## src/rtl/pipe_ctrl.sv

```systemverilog
`default_nettype none
// ============================================================================
// Module   : pipe_ctrl
// Purpose  : Pipeline hazard/stall controller. Turns ID/EX stall requests
//            into a per-stage hold vector. A watchdog forces a one-cycle
//            release after WDOG_LIMIT consecutive stalled cycles. Optional
//            performance counters track stalled and bubble cycles.
// Config   : define PIPE_CTRL_PERF_EN to build the perf counters; otherwise
//            stall_cycles/bubble_cycles are tied to zero and no flops exist.
// Ports    : clk, rst (sync, active-high)
//            stallreq_id, stallreq_ex   - stage stall requests (level)
//            wdog_en                    - enable forced-release watchdog
//            clear_stats                - clear timeout flag and counters
//            stall[5:0]                 - hold vector PC,IF,ID,EX,MEM,WB
//            ctrl_state[1:0]            - 0 RUN,1 HOLD_ID,2 HOLD_EX,3 RELEASE
//            stall_timeout              - sticky watchdog-fired flag
//            stall_cycles, bubble_cycles- 32-bit saturating perf counters
// Revision : 1.0 - initial release
// ============================================================================
module pipe_ctrl #(
  parameter int WDOG_LIMIT = 256
) (
  input  logic        clk,
  input  logic        rst,
  input  logic        stallreq_id,
  input  logic        stallreq_ex,
  input  logic        wdog_en,
  input  logic        clear_stats,
  output logic [5:0]  stall,
  output logic [1:0]  ctrl_state,
  output logic        stall_timeout,
  output logic [31:0] stall_cycles,
  output logic [31:0] bubble_cycles
);

  typedef enum logic [1:0] {
    ST_RUN     = 2'd0,
    ST_HOLD_ID = 2'd1,
    ST_HOLD_EX = 2'd2,
    ST_RELEASE = 2'd3
  } state_t;

  localparam logic [5:0]  c_STALL_NONE = 6'b000000;
  localparam logic [5:0]  c_STALL_ID   = 6'b000111;
  localparam logic [5:0]  c_STALL_EX   = 6'b001111;
  localparam logic [15:0] c_WDOG_MAX   = 16'(WDOG_LIMIT - 1);
  localparam logic [15:0] c_RUN_SAT    = 16'hFFFF;

  state_t      r_state;
  logic [15:0] r_run_len;
  logic        r_timeout;
  logic [5:0]  w_stall;
  logic        w_stalled;
  logic        w_fire;

  // Hold vector is purely combinational so the stage registers see it in the
  // same cycle as the request. Reset and the release cycle override requests.
  always_comb begin
    w_stall = c_STALL_NONE;
    if (rst || (r_state == ST_RELEASE)) begin
      w_stall = c_STALL_NONE;
    end else if (stallreq_ex) begin
      w_stall = c_STALL_EX;
    end else if (stallreq_id) begin
      w_stall = c_STALL_ID;
    end
  end

  assign w_stalled = (w_stall != c_STALL_NONE);
  // run_len counts stalled cycles before this one, so it fires on the
  // WDOG_LIMIT-th consecutive stalled cycle.
  assign w_fire    = wdog_en && w_stalled && (r_run_len == c_WDOG_MAX);

  always_ff @(posedge clk) begin
    if (rst) begin
      r_state   <= ST_RUN;
      r_run_len <= 16'd0;
      r_timeout <= 1'b0;
    end else begin
      if (w_fire) begin
        r_state <= ST_RELEASE;
      end else if (w_stall == c_STALL_EX) begin
        r_state <= ST_HOLD_EX;
      end else if (w_stall == c_STALL_ID) begin
        r_state <= ST_HOLD_ID;
      end else begin
        r_state <= ST_RUN;
      end

      // ID<->EX handover without an idle cycle keeps counting.
      if (w_fire || !w_stalled) begin
        r_run_len <= 16'd0;
      end else if (r_run_len != c_RUN_SAT) begin
        r_run_len <= r_run_len + 16'd1;
      end

      // Firing takes priority over a coincident clear.
      if (w_fire) begin
        r_timeout <= 1'b1;
      end else if (clear_stats) begin
        r_timeout <= 1'b0;
      end
    end
  end

  assign stall         = w_stall;
  assign ctrl_state    = r_state;
  assign stall_timeout = r_timeout;

`ifdef PIPE_CTRL_PERF_EN
  localparam logic [31:0] c_CNT_SAT = 32'hFFFF_FFFF;

  logic [31:0] r_stall_cycles;
  logic [31:0] r_bubble_cycles;

  always_ff @(posedge clk) begin
    if (rst || clear_stats) begin
      r_stall_cycles  <= 32'd0;
      r_bubble_cycles <= 32'd0;
    end else begin
      if (w_stalled && (r_stall_cycles != c_CNT_SAT)) begin
        r_stall_cycles <= r_stall_cycles + 32'd1;
      end
      // A bubble is inserted into EX only when ID alone is held.
      if ((w_stall == c_STALL_ID) && (r_bubble_cycles != c_CNT_SAT)) begin
        r_bubble_cycles <= r_bubble_cycles + 32'd1;
      end
    end
  end

  assign stall_cycles  = r_stall_cycles;
  assign bubble_cycles = r_bubble_cycles;
`else
  assign stall_cycles  = 32'h0;
  assign bubble_cycles = 32'h0;
`endif

endmodule
`default_nettype wire
```

## config.mk

```make
export PLATFORM = sky130hd
export DESIGN_NAME = pipe_ctrl
export DESIGN_NICKNAME = d
export VERILOG_FILES = /design/src/rtl/pipe_ctrl.sv
export SDC_FILE = /design/constraint.sdc
export NUM_CORES = 1
export LEC_CHECK = 0
export BUFFER_PORTS_ARGS = -buffer_cell sky130_fd_sc_hd__buf_4
export CORE_MARGIN = 2
export CORE_UTILIZATION = 45
export DETAILED_ROUTE_END_ITERATION = 10
export GPL_TIMING_DRIVEN = 1
export PLACE_DENSITY_LB_ADDON = 0.15
export SLEW_MARGIN = 20
export SYNTH_ARGS = -nofsm -noshare
export SYNTH_HDL_FRONTEND = slang
export SYNTH_SLANG_ARGS = --single-unit
```

## constraint.sdc

```tcl
create_clock -name clk -period 1.9 [get_ports clk]
set_input_delay 0.38 -clock clk [delete_from_list [all_inputs] [get_ports clk]]
set_output_delay 0.38 -clock clk [all_outputs]
set_load 0.05 [all_outputs]
```

==> run summary <==
Data required, critical path = 1.52 ns
Max frequency = 566 MHz
Startpoint types = register
CTS Buf Count = 3
Final core utilization = 45.8%
Placed wire-length estimate = 1750 um
CP delay by family, top = buffers and inverters
First DRT Iteration DRCs = 42
Lkg Pwr = 0.631 nW
Clk buf depth = 2
Fill cells = 330
DRT antenna net count = 0
CTS Root Cell = clkbuf_4
First-pass GRT wire length = 3260 um
Die area = 3760 um^2
Clk Latency, worst-skew pair = 0.32 ns
Number of buffers added on ports = 12
Yosys cell types = 37
Worst min path class = primary input to register
Clock network power share = 21.8%
Setup TNS = 0 ns
Antenna Cells = 0
Crit-path slowest cell = dfxtp_2
Synthesized flop and latch total = 19
Min Tclk post-route = 1.77 ns
Placed cell count = 232
Int Pwr = 0.513 mW
RSZ-0062 raised after global routing = false
Most frequent cells in the layout = 66 x conb_1, 18 x buf_4, 17 x dfxtp_1, 14 x a21oi_1
Clock-pin transition on the worst setup and hold timing paths = 0.11 ns
Setup CP Type = register to primary output
Total number of vias = 1,029
Antenna violations before repair = 0
Final setup violation count = 0
Area of the mapped netlist = 1480 um^2
Post-CTS Repair Setup Buffers = 0
Gate power share = 36.9%
Worst stage delay on the critical path = 0.33 ns
Total grt overflow = 0
Max_cap viols = 0
Share of cells above drive strength 1 = 17.7%
H-tree levels = 1
GPL Wtd Cong = 0.735
Ports = 79
Overall power = 0.993 mW
CP cell instances = a21oi_1, o21ai_0, inv_1, buf_4
CP bufs+invs = 2
Mean post-synth cell area = 8.45 um^2
Sw frac = 48.3%
GRT Overall Usage = 12.3%
Initial Util = 48.0%
Area of the multi-input gates = 802 um^2
Area grow syn2layout = -4.65%
TritonCTS clock tree = built
Switching pwr = 0.479 mW
Hold buffers post-CTS = 0
Slew Limit Fails = 0
Placed Area = 1380 um^2
Initial DRT Pass Iterations = 4
Crit share post-route = 92.9%
Arrival time at the worst endpoint = 1.39 ns
Seq pwr share = 41.3%
Vias in the first global route = 732
Fin cells = 236
Post-CTS resize count = 0
Most common cell after layout, fill and taps aside = conb_1
FP Rows = 20
Vias per cell = 4.36
Clk_skew = 0.00681 ns
Cell Pwr Density = 704 nW/um^2
Die Y = 61.3 um
Clk sink count = 19
Area occupied by registers = 383 um^2
R2R setup slack = 0.23 ns
Post-route cell area = 1410 um^2
Post-route DRC violation count = 0
Die width = 61.3 um
Routed wire per std cell = 9.68 um
CORE AREA = 3080 um^2
Final wirelength = 2290 um
YS warnings = 0
Hold Fails Final Rpt = 0
VDD IR max = 301 uV
Largest net degree at the start of global routing = 17
Outcome = complete, no violations
Sequential fraction of the synthesis area = 25.7%
CP max FO = 4
Post-Synthesis Cells = 175
Crit. End Element = primary output
# nets final = 200
[per-stage QoR]
| stage | setup slack [ns] | hold slack (ns) |
|---|---|---|
| 2_1_floorplan | 0.0845 | 0.461 |
| 3_3_place_gp | 0.241 | 0.436 |
| 3_5_place_dp | 0.255 | 0.441 |
| 4_1_cts | 0.104 | 0.231 |
| 5_1_grt | 0.00368 | 0.236 |
| 6_report | 0.135 | 0.238 |
[path summary, 6_finish.rpt]
kind | start | to | cells past startpoint
max | ctrl_state[0] | stall[1] | 4
min reg2reg | stall_timeout | stall_timeout | 2
min | stallreq_ex | ctrl_state[0] | 2
max reg2reg | r_run_len[8] | r_run_len[14] | 5
[power by group through the flow]
stage,logic (mW),clock network (mW),registers (mW)
after floorplan,0.440,0,0.426
after global placement,0.364,0,0.418
after detailed placement,0.364,0,0.419
after CTS,0.365,0.228,0.410
after global routing,0.383,0.240,0.411
final,0.367,0.216,0.410
[synth_stat cells, drive strengths merged]
| cell type | n | share of area [%] |
|---|---|---|
| a211oi | 1 | 0.51 |
| a21oi | 14 | 4.7 |
| and2 | 2 | 0.85 |
| and3 | 1 | 0.42 |
| and4 | 1 | 0.76 |
| and4b | 2 | 1.4 |
| buf | 70 | 36 |
| conb | 1 | 0.25 |
| dfxtp | 19 | 26 |
| ha | 1 | 0.85 |
| inv | 2 | 0.51 |
| mux2i | 1 | 0.68 |
| nand2 | 7 | 1.8 |
| nand2b | 1 | 0.59 |
| nand3 | 6 | 3.2 |
| nand4 | 5 | 2.5 |
| nor2 | 6 | 1.5 |
| nor2b | 1 | 0.42 |
| nor3 | 4 | 1.4 |
| nor4 | 3 | 2.3 |
| nor4b | 1 | 0.59 |
| o21ai | 8 | 3.0 |
| o31ai | 4 | 3.0 |
| or2 | 1 | 0.42 |
| or3 | 7 | 3.0 |
| or4 | 4 | 2.5 |
| xnor2 | 1 | 0.59 |
| xor2 | 1 | 0.59 |
[metal layers]
layer | vias up | routed length, um | track usage [%] | share of wire (%)
li1 | 505 | - | - | -
met1 | 461 | 1060 | 15.4 | 47
met2 | 58 | 943 | 18.1 | 41
met3 | 5 | 210 | 3.15 | 9.2
met4 | 0 | 66 | 9.32 | 2.9
met5 | - | 0 | 0 | 0
[kinds of logic after synthesis]
logic type	after synthesis	synth area share [%]
AOI/OAI and AO/OA	27	11.2
xor gates and xnor gates	2	1.18
adders and majority gates	1	0.846
buffers and inverters	72	36.5
DFF	19	25.7
muxes	1	0.677
other	1	0.254
and+or+nand+nor	52	23.6
[flip-flops by register name, summed over array words and instances (netlist names)]
register,cells
ctrl_state,2
stall_timeout,1
r_run_len,16
[layout make-up]
class                   count  area share [%]
clock buffers               3            1.60
clock inverters             1           0.355
inverters                   2           0.532
multi-input cells         149            56.9
flip-flops and latches     19            27.2
well taps                  44            3.90
repair buffers             18            9.58
No activity file was read; power rests on OpenSTA's default activity.
